==> src/rtl/text_cmd_sequencer.sv <==
// Command FIFO + sequencer in front of the text area; tracks the cursor and expands put-char/newline.
// Optional `TEXT_CMD_SEQ_LEVEL_EN adds o_level / o_overflow.
module text_cmd_sequencer #(
   parameter int FIFO_DEPTH = 16,
   parameter int NUM_COLS   = 84,
   parameter int NUM_ROWS   = 64
) (
   input  logic                          i_cmd_clk,
   input  logic                          i_rst,
   input  logic                          i_wr_valid,
   input  logic [31:0]                   i_wr_data,
   output logic                          o_wr_ready,
   output logic                          o_cmd_valid,
   output logic [31:0]                   o_cmd_data,
   input  logic                          i_cmd_ready,
   output logic [5:0]                    o_cursor_row,
   output logic [6:0]                    o_cursor_column,
`ifdef TEXT_CMD_SEQ_LEVEL_EN
   output logic [$clog2(FIFO_DEPTH):0]   o_level,
   output logic                          o_overflow,
`endif
   output logic                          o_busy
);
   localparam int AW = $clog2(FIFO_DEPTH);
   localparam logic [AW:0] DEPTH_L  = (AW+1)'(FIFO_DEPTH);
   localparam logic [6:0]  LAST_COL = 7'(NUM_COLS-1);
   localparam logic [5:0]  LAST_ROW = 6'(NUM_ROWS-1);

   typedef enum logic [1:0] {IDLE, SEND, EXP_CURSOR, EXP_CELL} state_t;

   state_t      r_state, w_state_nxt;
   logic [31:0] r_mem [FIFO_DEPTH];
   logic [AW:0] r_wr_ptr, r_rd_ptr, w_level;
   logic        w_empty, w_full, w_push, w_pop;
   logic [31:0] w_head;

   logic        r_valid, w_valid_nxt;
   logic [31:0] r_data, w_data_nxt;
   logic [5:0]  r_row, w_row_nxt, r_pend_row, w_pend_row_nxt, w_row_inc;
   logic [6:0]  r_col, w_col_nxt, r_pend_col, w_pend_col_nxt, w_clamp_col;
   logic        r_pend_upd, w_pend_upd_nxt;
   logic [15:0] r_char, w_char_nxt;

   assign w_level    = r_wr_ptr - r_rd_ptr;
   assign w_empty    = (w_level == '0);
   assign w_full     = (w_level == DEPTH_L);
   assign w_push     = i_wr_valid && !w_full;
   assign w_pop      = (r_state == IDLE) && !w_empty;
   assign w_head     = r_mem[r_rd_ptr[AW-1:0]];
   assign w_row_inc  = (r_row == LAST_ROW) ? 6'd0 : r_row + 6'd1;
   assign w_clamp_col = (w_head[14:8] > LAST_COL) ? LAST_COL : w_head[14:8];

   // FIFO storage needs no reset; occupancy lives entirely in the pointers.
   always_ff @(posedge i_cmd_clk) begin
      if (w_push) r_mem[r_wr_ptr[AW-1:0]] <= i_wr_data;
   end

   always_ff @(posedge i_cmd_clk) begin
      if (i_rst) begin
         r_wr_ptr <= '0;
         r_rd_ptr <= '0;
      end else begin
         if (w_push) r_wr_ptr <= r_wr_ptr + 1'b1;
         if (w_pop)  r_rd_ptr <= r_rd_ptr + 1'b1;
      end
   end

   always_ff @(posedge i_cmd_clk) begin
      if (i_rst) r_state <= IDLE;
      else       r_state <= w_state_nxt;
   end

   always_comb begin
      w_state_nxt = r_state;
      case (r_state)
         IDLE:       if (!w_empty) w_state_nxt = (w_head[31:28] == 4'b1100) ? EXP_CURSOR : SEND;
         SEND:       if (i_cmd_ready) w_state_nxt = IDLE;
         EXP_CURSOR: if (i_cmd_ready) w_state_nxt = EXP_CELL;
         EXP_CELL:   if (i_cmd_ready) w_state_nxt = IDLE;
         default:    w_state_nxt = IDLE;
      endcase
   end

   // Cursor loads/newlines are parked in r_pend_* until their word is accepted.
   always_comb begin
      w_valid_nxt    = r_valid;
      w_data_nxt     = r_data;
      w_row_nxt      = r_row;
      w_col_nxt      = r_col;
      w_pend_row_nxt = r_pend_row;
      w_pend_col_nxt = r_pend_col;
      w_pend_upd_nxt = r_pend_upd;
      w_char_nxt     = r_char;
      case (r_state)
         IDLE: if (!w_empty) begin
            w_valid_nxt = 1'b1;
            case (w_head[31:28])
               4'b0111: begin
                  w_data_nxt     = {w_head[31:15], w_clamp_col, w_head[7:0]};
                  w_pend_upd_nxt = 1'b1;
                  w_pend_col_nxt = w_clamp_col;
                  w_pend_row_nxt = w_head[5:0];
               end
               4'b1100: begin
                  w_data_nxt = {4'b0111, 13'd0, r_col, 2'b00, r_row};
                  w_char_nxt = w_head[15:0];
               end
               4'b1101: begin
                  w_data_nxt     = {4'b0111, 13'd0, 7'd0, 2'b00, w_row_inc};
                  w_pend_upd_nxt = 1'b1;
                  w_pend_col_nxt = 7'd0;
                  w_pend_row_nxt = w_row_inc;
               end
               default: begin
                  w_data_nxt     = w_head;
                  w_pend_upd_nxt = 1'b0;
               end
            endcase
         end
         SEND: if (i_cmd_ready) begin
            w_valid_nxt    = 1'b0;
            w_pend_upd_nxt = 1'b0;
            if (r_pend_upd) begin
               w_row_nxt = r_pend_row;
               w_col_nxt = r_pend_col;
            end
         end
         EXP_CURSOR: if (i_cmd_ready) w_data_nxt = {4'b1000, 12'd0, r_char};
         EXP_CELL: if (i_cmd_ready) begin
            w_valid_nxt = 1'b0;
            if (r_col == LAST_COL) begin
               w_col_nxt = 7'd0;
               w_row_nxt = w_row_inc;
            end else begin
               w_col_nxt = r_col + 7'd1;
            end
         end
         default: ;
      endcase
   end

   always_ff @(posedge i_cmd_clk) begin
      if (i_rst) begin
         r_valid    <= 1'b0;
         r_data     <= '0;
         r_row      <= '0;
         r_col      <= '0;
         r_pend_row <= '0;
         r_pend_col <= '0;
         r_pend_upd <= 1'b0;
         r_char     <= '0;
      end else begin
         r_valid    <= w_valid_nxt;
         r_data     <= w_data_nxt;
         r_row      <= w_row_nxt;
         r_col      <= w_col_nxt;
         r_pend_row <= w_pend_row_nxt;
         r_pend_col <= w_pend_col_nxt;
         r_pend_upd <= w_pend_upd_nxt;
         r_char     <= w_char_nxt;
      end
   end

`ifdef TEXT_CMD_SEQ_LEVEL_EN
   logic r_overflow;
   always_ff @(posedge i_cmd_clk) begin
      if (i_rst)                   r_overflow <= 1'b0;
      else if (i_wr_valid && w_full) r_overflow <= 1'b1;
   end
   assign o_level    = w_level;
   assign o_overflow = r_overflow;
`endif

   assign o_wr_ready      = !w_full;
   assign o_cmd_valid     = r_valid;
   assign o_cmd_data      = r_data;
   assign o_cursor_row    = r_row;
   assign o_cursor_column = r_col;
   assign o_busy          = !w_empty || (r_state != IDLE) || r_valid;
endmodule

==> config.mk <==
export PLATFORM = sky130hd
export DESIGN_NAME = text_cmd_sequencer
export DESIGN_NICKNAME = d
export VERILOG_FILES = /design/src/rtl/text_cmd_sequencer.sv
export SDC_FILE = /design/constraint.sdc
export NUM_CORES = 1
export LEC_CHECK = 0
export CAP_MARGIN = 20
export CORE_ASPECT_RATIO = 0.75
export CORE_MARGIN = 4
export CORE_UTILIZATION = 65
export CTS_CLUSTER_SIZE = 10
export DETAILED_ROUTE_END_ITERATION = 10
export MAX_ROUTING_LAYER = met4
export PLACE_DENSITY = 0.84
export SYNTH_ARGS = -nofsm -noshare
export SYNTH_HDL_FRONTEND = slang
export SYNTH_SLANG_ARGS = --single-unit
==> constraint.sdc <==
create_clock -name i_cmd_clk -period 4.7 [get_ports i_cmd_clk]
set_input_delay 0.94 -clock i_cmd_clk [delete_from_list [all_inputs] [get_ports i_cmd_clk]]
set_output_delay 0.94 -clock i_cmd_clk [all_outputs]
set_load 0.02 [all_outputs]
Word level (Yosys, flattened, before mapping)
Memory sizes are Yosys's and may differ from the RTL's. A register that Yosys moved wholly into a read port is not among the register bits. Cells that the tools add are included.

Flip-flop bits (word level): 88. RAM bits: 512. Output and inout bits: 48. Logic and storage cells: 93. Memories kept: 1.

Memory list: r_mem (words 16, width 32, read ports 1, clocked after Yosys merged registers in 1, write ports 1, line 32) `logic [31:0] r_mem [FIFO_DEPTH];`.

Add/sub/neg operators: 5. $lt $le $gt $ge: 1. Equality and inequality tests: 17. Multiplexer cells: 33. Bitwise gates (word level): 1. Reduce and logical (&&, ||, !) cells: 24.

Operators by type and width (number): $pmux W32 S3 (1); $mux W32 (2); $pmux W32 S2 (1); $mux W7 (5); $mux W6 (5); $pmux W7 S2 (2); $pmux W6 S2 (2); $reduce_and A3 Y1 (5); $ne A2 B2 Y1 const B (7); $reduce_bool A2 Y1 (6); $add A5 B1 Y5 const B (2); $eq A4 B4 Y1 const B (2); $mux W2 (4); $mux W4 (2); $reduce_and A4 Y1 (2); $add A7 B1 Y7 const B (1); $eq A7 B7 Y1 const B (1); $gt A7 B7 Y1 const B (1); $add A6 B1 Y6 const B (1); $eq A6 B6 Y1 const B (1); $pmux W1 S2 (3); $pmux W2 S3 (1); $eq A5 B5 Y1 const B (1); $logic_not A5 Y1 (1); 13 further kinds (22).

Depth between registers and ports, before layout
Gate-level depths: netlist of the first run.

Depth in word-level cells: 6. Gate-level depth with buffers: 11.

Least setup slack after synthesis of the first run
OpenSTA, ideal clock, no wires.

Path type: reg-to-output. Start: reg r_rd_ptr[1]. End: out o_busy. Arrival time: 2.366 ns. Slack: 1.394 ns. Stages on the path, launching flop included: 8. Path buffers: 0. Cells stage by stage: dfxtp_1 inv_1 ha_1 nor2b_1 o21ai_1 a2111oi_0 a21oi_1 or4_1.

Longest elaborated chain between the ends: 5.

RTL lines: start: declaration (line 33) `logic [AW:0] r_wr_ptr, r_rd_ptr, w_level;`; start signal: assignment (line 64) `if (w_pop) r_rd_ptr <= r_rd_ptr + 1'b1;`; $sub A5 B5 Y5 (line 44) `assign w_level = r_wr_ptr - r_rd_ptr;`; $logic_not A5 Y1 (line 45) `assign w_empty = (w_level == '0);`; $logic_not A1 Y1 (line 179) `assign o_busy = !w_empty || (r_state != IDLE) || r_valid;`; $logic_or A1 B1 Y1 (2 in series) (line 179); end: declaration (line 22) `output logic o_busy`.

Every way passes these cells.

Final worst setup path of the first run
Start: reg r_wr_ptr[0]. End: out o_busy.

Longest elaborated chain between the ends: 5.

RTL lines: start: declaration (line 33); start signal: assignment (line 63) `if (w_push) r_wr_ptr <= r_wr_ptr + 1'b1;`; $sub A5 B5 Y5 (line 44); $logic_not A5 Y1 (line 45); $logic_not A1 Y1 (line 179); $logic_or A1 B1 Y1 (2 in series) (line 179).

Every way passes these cells.

==> results of run 1 <==
[registers in the layout, summed over array words and instances (netlist names), 5 cells and up, named ones only]
name	cells
o_cmd_data	32
o_cursor_column	7
o_cursor_row	6
r_char	16
r_mem	512
r_pend_col	7
r_pend_row	6
r_rd_ptr	5
r_wr_ptr	5
[power groups by stage]
stage / Sequential [mW] / Clock [mW] / Combinational (mW)
after global placement: 6.39 / 0 / 3.58
after CTS: 6.29 / 4.87 / 3.74
after floorplan: 6.35 / 0 / 2.59
after detailed placement: 6.39 / 0 / 3.64
after global routing: 6.31 / 5.14 / 4.04
final: 6.30 / 4.83 / 3.84
[worst register-to-register path, delay by kind of cell, from the launching register on]
kind,cells,cell delay (ps)
compound gates,4,690
flops,1,450
simple gates,3,1270
buf+inv,1,490
fa+ha+maj,1,280
[layer usage]
layer  wire length [um]  global-route usage  vias to the layer above
met1              23200               0.445                     6918
met5                  0                   -                        -
met4               2200               0.121                        0
met3               6270              0.0688                      163
li1                   -                   -                     5509
met2              27700               0.455                      934
[worst paths after layout]
check,cells past startpoint,slack (ps),from,to
worst max-delay path,9,150,r_wr_ptr[0]$_SDFFE_PP0P_,o_busy
worst min register to register,2,460,o_cmd_data[23]$_SDFFE_PP0P_,o_cmd_data[23]$_SDFFE_PP0P_
worst max register to register,9,1110,r_wr_ptr[1]$_SDFFE_PP0P_,r_mem[7][2]$_DFFE_PP_
worst min-delay path,2,460,o_cmd_data[23]$_SDFFE_PP0P_,o_cmd_data[23]$_SDFFE_PP0P_
[cells in the final DEF, fill, tap and decap left out, types with 8 or more instances in the layout]
master / synthesis / layout
a21oi_1: 41 / 41
inv_1: 15 / 15
mux2i_1: 21 / 21
o21ai_0: 20 / 20
ha_1: 11 / 11
nor2_1: 80 / 80
nor2b_1: 12 / 12
buf_12: 1 / 8
clkbuf_16: 0 / 72
a32oi_1: 8 / 8
dfxtp_1: 92 / 88
nor3_1: 9 / 9
xnor2_1: 11 / 11
mux4_2: 147 / 147
buf_4: 3 / 24
nand2_1: 43 / 43
clkdlybuf4s50_1: 0 / 82
and3_2: 0 / 15
edfxtp_1: 512 / 512
clkbuf_1: 37 / 38
nand3_1: 26 / 26
[repair_timing]
action | 4_1_cts | 5_1_grt
resized for setup | 0 | 1
hold endpoints to repair | 0 | 0
hold buffers | 0 | 0
setup buffers | 0 | 0
setup endpoints to repair | 0 | 1
[area by class of cell]
cell class | instances | area [um^2]
sequential | 604 | 17200
fill | 1907 | 8680
multi-input combinational | 600 | 6370
clock buffer | 110 | 1940
timing repair buffer | 114 | 1160
tap | 496 | 621
inverter | 15 | 56.3
clock inverter | 5 | 50.0
[cells by family after synthesis]
kind of cell / after synthesis / synth area share
and+or+nand+nor: 245 / 0.0533
DFF: 604 / 0.718
AOI/OAI and AO/OA: 155 / 0.0480
buffers and inverters: 86 / 0.0179
xor gates and xnor gates: 13 / 0.00475
adders and majority gates: 11 / 0.00574
muxes: 176 / 0.152
==> impl_metrics.ini, run 1 <==
[outcome]
status = completed

[clocking]
cts_tree = yes
clock-sinks = 604
clk_path_buf_depth = 3
htreeDepth = 3
cts-buffers-inserted = 70
cts_root_buf = clkbuf_16
clkTransAtPathRegs_ps = 60
clk_latency_ps = 600

[placed_design]
dp.cells = 1828
preCtsSetupSlack_ps = 725
post_dp_cell_area_um2 = 25400
dp_hpwl_um = 33000
gp_routability_congestion = 0.940
port_buffers = 83

[synthesis]
synth_commonest_cells = edfxtp_1, mux4_2, dfxtp_1
synth_flop_cell = edfxtp_1
ys_seq_elements = 604
syn-instance-count = 1290
synth.cell_area_um2 = 24000
synthDistinctLibCells = 78
syn-num-nets = 1337
ys_seq_area_frac = 0.718
ys_warn_count = 0
synth_top_area_frac = 0.641
async_flop_share = 0
synth_top_area_cell = edfxtp_1
synth_edf_count = 512
synth_most_common_cell = edfxtp_1
synth_area_leaders = edfxtp_1, mux4_2, dfxtp_1
synth.avg_cell_area_um2 = 18.6

[global_routing]
antenna_found_initial = 0
gr-usage-all-layers = 0.313
overflow = 0
grt_max_degree = 94
grt_pass1_vias = 13500
grt_pass1_wl_um = 89200

[pwr]
pwr-share-seq = 0.421
pwr_density_cell_nw_per_um2 = 546
internal-power_mw = 10.5
total_leakage_power_nw = 8.73
combPwrFrac = 0.256
p_total_mw = 15.0
vdd_drop_max_v = 0.000319
switching_share = 0.295
pwr-share-clk = 0.322
p_switching_mw = 4.42

[routing]
remaining_drc_errors = 0
drt-total-wl_um = 59400
drt-pass1-iter-count = 6
avgViaCountPerCell = 6.96
postRouteAntennaNets = 0
vias = 13500
drt_iter0_markers = 1979
routedWlPerCell_um = 30.5

[critical_path]
crit_fanout = 6
arrival_ps = 3610
slowest_delay_ps = 690
crit_buf_inv = 3
required_ps = 3760
end_kind = output pin
path_delay_family = compound AO/OA/AOI/OAI gates
worstPathCellList = inv_1 -> ha_1 -> nor2b_1 -> o21ai_1 -> a2111oi_1 -> a21oi_1 -> buf_4 -> or4_1 -> clkdlybuf4s50_1
worstSetupPathType = register to output pin
startpoint_type = register
cpMaxStageDelayCell = a2111oi_1

[timing]
tightest_slew_ps = 1070
maxSlewHeadroom = 0.285
final.min_clock_period_ps = 4550
final-setup-viol-count = 0
setup_slack_ps = 152
timing.hold.ws_ps = 464
skew_ps = 27.1
max_freq_ghz = 0.220
slew_viol_final = 0
finalCritPeriodShare = 0.968
hold_viol_final = 0
rsz0062_at_grt = no
tns_ps = 0

[floorplan]
coreArea_um2 = 36100
die_w_um = 230
start_util = 0.664
num_rows = 60
ios = 84
die_h_um = 174
dieArea_um2 = 40100

[worst_hold_path]
hold_path_class = register to register

[layout]
area_growth_pct = 14.4
diodes = 0
fin_nets = 1452
final_cells = 1944
final_area_um2 = 27400
drive_gt1_frac = 0.208
utilization = 0.760

[flow_run]
cap_violations = 0
Power figures use the tool's default switching activity.
==> run 2: changes to the inputs <==
--- a/config.mk
+++ b/config.mk
@@ -13,6 +13,7 @@
 export DETAILED_ROUTE_END_ITERATION = 10
 export MAX_ROUTING_LAYER = met4
 export PLACE_DENSITY = 0.84
+export SLEW_MARGIN = 20
 export SYNTH_ARGS = -nofsm -noshare
 export SYNTH_HDL_FRONTEND = slang
 export SYNTH_SLANG_ARGS = --single-unit
==> impl_metrics.ini, run 2 (synthesized netlist as in run 1, its figures left out) <==
[outcome]
status = completed

[routing]
postRouteAntennaNets = 0
vias = 13500
routedWlPerCell_um = 30.6
drt_iter0_markers = 1929
wl_met1_um = 23100
met3_wirelength_um = 6320
drt-total-wl_um = 59400
dr.max_layer_used = met4
drt-pass1-iter-count = 7
avgViaCountPerCell = 6.96
wl_met2_um = 27600
remaining_drc_errors = 0

[critical_path]
crit_fanout = 6
end_kind = output pin
worstPathCellList = inv_1 -> ha_1 -> nor2b_1 -> o21ai_1 -> a2111oi_1 -> a21oi_1 -> buf_4 -> or4_1 -> clkdlybuf4s50_1
startpoint_type = register
required_ps = 3760
slowest_delay_ps = 690
arrival_ps = 3610
crit_buf_inv = 3
path_delay_family = compound AO/OA/AOI/OAI gates
worstSetupPathType = register to output pin
cpMaxStageDelayCell = a2111oi_1

[layout]
final_cell_mix = edfxtp_1, mux4_2, dfxtp_1
drive_gt1_frac = 0.208
mostFrequentLayoutCell = edfxtp_1
fin_nets = 1452
largest_reg_flops = 512
diodes = 0
final_cells = 1944
area_growth_pct = 14.4
utilization = 0.760

[pwr]
total_leakage_power_nw = 8.73
combPwrFrac = 0.257
switching_share = 0.295
vdd_drop_max_v = 0.000328
pwr-share-clk = 0.323
pwr-share-seq = 0.421
internal-power_mw = 10.6
p_switching_mw = 4.42
pwr_density_cell_nw_per_um2 = 546

[timing]
final-setup-viol-count = 0
max_freq_ghz = 0.220
slew_viol_final = 0
hold_viol_final = 0
rsz0062_at_grt = no
finalCritPeriodShare = 0.968
skew_ps = 25.9
tightest_slew_ps = 1080
maxSlewHeadroom = 0.283
final.min_clock_period_ps = 4550
tns_ps = 0

[clocking]
clk_latency_ps = 590
cts_root_buf = clkbuf_16
cts-buffers-inserted = 70
clock-sinks = 604
cts_tree = yes
clkTransAtPathRegs_ps = 60
clk_path_buf_depth = 3
post_cts_buffers = 0
htreeDepth = 3
post_cts_resized = 0
hold_buffers = 0

[floorplan]
die_w_um = 230
start_util = 0.664
dieArea_um2 = 40100
coreArea_um2 = 36100
die_h_um = 174
num_rows = 60
ios = 84

[global_routing]
grt_pass1_vias = 13500
overflow = 0
grt_max_degree = 94
grt_pass1_wl_um = 89200
antenna_found_initial = 0
gr-usage-all-layers = 0.313

[placed_design]
port_buffers = 83
dp.cells = 1828
gp_routability_congestion = 0.940
dp_hpwl_um = 33000

[flow_run]
cap_violations = 0

[worst_hold_path]
hold_path_class = register to register
## run 2: cell count changes in the layout (fill, tap and decap cells not counted)
cell / previous run / this run
buf_12: 8 / 7
buf_16: 0 / 1
## run 2: layout make-up
| cell class | count | area (um^2) |
|---|---|---|
| sequential | 604 | 17200 |
| multi-input combinational | 600 | 6370 |
| clock inverter | 5 | 50.0 |
| clock buffer | 110 | 1940 |
| inverter | 15 | 56.3 |
| tap | 496 | 621 |
| fill | 1902 | 8670 |
| timing repair buffer | 114 | 1170 |
## run 2: tightest hold or removal path, stage by stage, from the launching register on
cell and delay (ps):
dfxtp_1 310, nand2_1 50, a21oi_1 60
## run 2: layer usage
layer,up-vias,GRT usage
li1,5516,-
met3,182,0.0688
met2,948,0.455
met4,0,0.121
met5,-,-
met1,6882,0.445
## run 2: per-stage QoR
step                      power, mW  setup slack, ps  hold slack, ps  instance area [um^2]
after floorplan                8.94             1390             434                 24000
final                          15.0              151             463                 27400
after detailed placement       10.0              725             454                 25400
after global routing           15.5             38.8             493                 27400
after global placement         9.96              760             449                 25400
after CTS                      14.9             63.3             469                 27400
## run 2: power by group through the flow
stage                     registers, mW  clock network (mW)  logic [mW]
after floorplan                    6.35                   0        2.59
final                              6.30                4.84        3.84
after global placement             6.39                   0        3.58
after detailed placement           6.39                   0        3.64
after global routing               6.31                5.14        4.06
after CTS                          6.29                4.87        3.74
## run 2: path summary, 6_finish.rpt
check	depth (start not counted)	from	to	slack, ps
setup / recovery	9	r_wr_ptr[0]$_SDFFE_PP0P_	o_busy	150
setup reg to reg	9	r_wr_ptr[1]$_SDFFE_PP0P_	r_mem[7][2]$_DFFE_PP_	1070
hold / removal	2	o_cmd_data[23]$_SDFFE_PP0P_	o_cmd_data[23]$_SDFFE_PP0P_	460
hold reg to reg	2	o_cmd_data[23]$_SDFFE_PP0P_	o_cmd_data[23]$_SDFFE_PP0P_	460
==> run 3: changes to the inputs <==
--- a/config.mk
+++ b/config.mk
@@ -5,6 +5,7 @@
 export SDC_FILE = /design/constraint.sdc
 export NUM_CORES = 1
 export LEC_CHECK = 0
+export ABC_CLOCK_PERIOD_IN_PS = 4700
 export CAP_MARGIN = 20
 export CORE_ASPECT_RATIO = 0.75
 export CORE_MARGIN = 4
==> results of run 3 <==
Same layout as run 2: the final DEF is identical, and so are final timing and power.
==> variant 1, RTL diff (flow settings as in run 3) <==
Re-encode `state_t` (4 states) as one-hot, 4 bits wide.
--- a/src/rtl/text_cmd_sequencer.sv
+++ b/src/rtl/text_cmd_sequencer.sv
@@ -28,3 +28,3 @@
 
-   typedef enum logic [1:0] {IDLE, SEND, EXP_CURSOR, EXP_CELL} state_t;
+   typedef enum logic [3:0] {IDLE = 4'b0001, SEND = 4'b0010, EXP_CURSOR = 4'b0100, EXP_CELL = 4'b1000} state_t;
 
Behaviour: same outputs for any inputs over 4 cycles, from zero or initial values and one cycle with i_rst high; so few cycles prove little.
==> variant 1 against run 3 <==
Setup slack improved by 0.35 ns. Total power decreased by 1.3%. Design area grew 0.36%. Area after synthesis barely moved. Register-to-register slack got worse by 0.26 ns. Wire length increased by 2.1%. Sequential cell count up 2. Final cell count rose by 0.57%.
==> variant 1: results <==
metrics = {
    "outcome": {
        "status": "complete, no violations",
    },
    "synth": {
        "synth_fp_nets": 1345,
        "muxShareOfSynthArea": 0.156,
        "synth-xor-area-share": 0.00584,
        "synth_warnings": 0,
        "synth_adder_area_share": 0.00574,
        "syn_area_per_cell_um2": 18.5,
        "synth_compound_area_frac": 0.0437,
        "synth-seq-area-share": 0.720,
    },
    "global_routing": {
        "grtUsageMet3": 0.0740,
        "antenna_found_initial": 4,
        "grt_max_degree": 95,
        "grt_usage": 0.320,
        "grtUsageMet2": 0.478,
        "grt_util_met1": 0.449,
        "grt_first_pass_wirelength_mm": 90.9,
    },
    "pwr": {
        "peakVddDrop_mv": 0.431,
        "leakage_nw": 8.73,
        "intPower_mw": 10.5,
        "seq_power_share": 0.429,
        "switchingPower_mw": 4.31,
    },
    "sta": {
        "whs_ns": 0.454,
        "timing.fmax_ghz": 0.238,
        "skew_ns": 0.0193,
        "maxSlewHeadroom": 0.247,
    },
    "route": {
        "dr_wl_met3_mm": 6.44,
        "met1_length_mm": 23.3,
        "first_iter_violations": 2033,
    },
    "placed_design": {
        "placed_area_um2": 25500,
        "placed_cells": 1836,
        "globalplace.congestion": 0.884,
        "place_ws_ns": 0.906,
        "dp.final_hpwl_mm": 32.3,
    },
    "setup_path": {
        "critPathSlowestCell": "dfxtp_1",
        "r2r-start": "r_wr_ptr[2]",
        "crit_path_end": "o_busy",
        "crit_family": "buffers and inverters",
        "r2r_cells": 8,
        "r2r-end": "r_mem[1][11]",
        "worstPathMaxFanout": 10,
    },
    "hold_path": {
        "hp-start": "r_pend_row[4]",
        "min_to": "r_pend_row[4]",
    },
}
## variant 1: cell types whose count changed after synthesis, moves of 8 or more
cell	run 3	this run
nor2_1	80	101
and3_1	19	5
a21oi_1	41	23
clkbuf_1	37	45
a311oi_1	0	8
nand2_1	43	62
buf_2	22	13
## variant 1: final cells by class
class | count | area [µm²]
Antenna cell | 4 | 10.0
Multi-Input combinational cell | 602 | 6420
Clock buffer | 112 | 1980
Tap cell | 496 | 621
Inverter | 13 | 48.8
Sequential cell | 606 | 17300
Fill cell | 1880 | 8580
Timing Repair Buffer | 119 | 1150
Clock inverter | 3 | 37.5
## variant 1: worst reg2reg max path, cell delays in order, from the launching register on
cell	delay, ns
dfxtp_1	0.67
ha_1	0.36
o21a_1	0.15
o211a_1	0.21
o21ai_1	0.35
and2_0	0.34
nand2_1	0.29
nor3_4	0.87
buf_12	0.31
==> variant 2, RTL diff (settings of run 3) <==
Without the edit above. The parameter `FIFO_DEPTH` goes from 16 to 8.
--- a/src/rtl/text_cmd_sequencer.sv
+++ b/src/rtl/text_cmd_sequencer.sv
@@ -3,3 +3,3 @@
 module text_cmd_sequencer #(
-   parameter int FIFO_DEPTH = 16,
+   parameter int FIFO_DEPTH = 8,
    parameter int NUM_COLS   = 84,
Formal check against the unedited RTL: no difference found for any inputs over 4 cycles, from zero or initial values and one cycle with i_rst high; that may be too few to reach the edited logic, so the function may still have changed.
==> variant 2 against run 3 <==
Total power down 29%. Sequential share of layout area down 5.7 points. Sequential cell count down 259. Global-route usage down 0.63 points. Area after synthesis down 40%. Setup slack better by 0.31 ns. Register-to-register slack better by 0.19 ns. Clock skew down 0.011 ns. Wire length down 39%. Combinational power up 1%. Design area down 40%. Critical path depth down 3. Final cell count down 30%.
==> variant 2: results <==
metrics = {
    "synth": {
        "synth_fp_nets": 1004,
        "synth_adder_area_share": 0.00610,
        "yosysUniqueCellTypes": 77,
        "synth_compound_area_frac": 0.0926,
        "netlist_top_cells_count": "edfxtp_1 (256), dfxtp_1 (89), nor2_1 (74)",
        "muxShareOfSynthArea": 0.130,
        "netlist_instances": 961,
        "synth_edf_count": 256,
        "synth-xor-area-share": 0.00488,
        "synth_warnings": 0,
        "synth-seq-area-share": 0.660,
        "synth.area.top_cells": "edfxtp_1 (54%), dfxtp_1 (12%), mux4_2 (8.5%), nor2_1 (1.9%), mux2i_1 (1.9%)",
    },
    "clock_network": {
        "clk_latency_ns": 0.53,
        "cts_buffers": 40,
        "cts-root-buf": "clkbuf_16",
        "path_clk_slew_ns": 0.05,
        "htree_levels": 2,
    },
    "setup_path": {
        "crit_family": "simple AND/OR/NAND/NOR gates",
        "critPathArrivalTime_ns": 3.30,
        "worstPathMaxFanout": 8,
        "slowest_delay_ns": 0.55,
        "critPathSlowestCell": "clkdlybuf4s50_1",
    },
    "layout": {
        "drive_gt1_frac": 0.166,
        "fin_nets": 1094,
        "largest_reg_flops": 256,
    },
    "global_routing": {
        "grt_first_pass_wirelength_mm": 55.7,
        "grt_usage": 0.306,
        "grt_util_met1": 0.413,
        "grtUsageMet2": 0.482,
        "grtUsageMet3": 0.0611,
        "grt_max_degree": 56,
        "grt_pass1_vias": 9183,
        "antenna_found_initial": 1,
    },
    "placed_design": {
        "placed_area_um2": 15400,
        "dp.final_hpwl_mm": 21.1,
        "globalplace.congestion": 0.918,
        "placed_cells": 1297,
        "place_ws_ns": 1.02,
    },
    "route": {
        "dr_wl_met3_mm": 3.87,
        "first_pass_iters": 6,
        "first_iter_violations": 1408,
        "met1_length_mm": 14.0,
        "met2_length_mm": 17.3,
        "drt_wl_total_mm": 36.4,
        "vias": 9428,
        "viasPerCell": 6.88,
    },
    "pwr": {
        "leakage_nw": 5.33,
        "peakVddDrop_mv": 0.534,
        "combPwrFrac": 0.368,
        "pg_comb_mw": 3.89,
        "powerClk_mw": 2.75,
        "swShare": 0.362,
    },
    "hold_path": {
        "hold_path.class": "reg2reg",
    },
    "outcome": {
        "status": "complete, no violations",
    },
    "sta": {
        "tightest_slew_ns": 1.21,
        "skew_ns": 0.0144,
    },
}
-- variant 2: cell type report --
class	instances	area, µm²
repair buffers	104	983
inverters	11	41.3
clock buffers	69	1110
fillers	1194	4830
diodes	1	2.50
flip-flops and latches	345	9480
clock inverters	3	30.0
well taps	288	360
multi-input cells	549	4580
-- variant 2: kinds of logic (layout without fill, tap and decap cells) --
| group | Yosys count | after routing |
|---|---|---|
| flops | 345 | 345 |
| buf+inv | 67 | 187 |
| other cells | 0 | 1 |
| compound gates | 188 | 188 |
| fa+ha+maj | 7 | 7 |
| mux | 110 | 110 |
| xor+xnor | 8 | 8 |
| simple gates | 236 | 236 |
-- variant 2: path summary, 6_finish.rpt --
kind	start	endpoint	slack, ns	cells past startpoint
setup / recovery	r_wr_ptr[1]	o_busy	0.46	6
hold / removal	r_pend_row[1]	r_pend_row[1]	0.47	2
setup reg to reg	flop	r_pend_col[0]	1.26	6
hold reg to reg	r_pend_row[1]	r_pend_row[1]	0.47	2
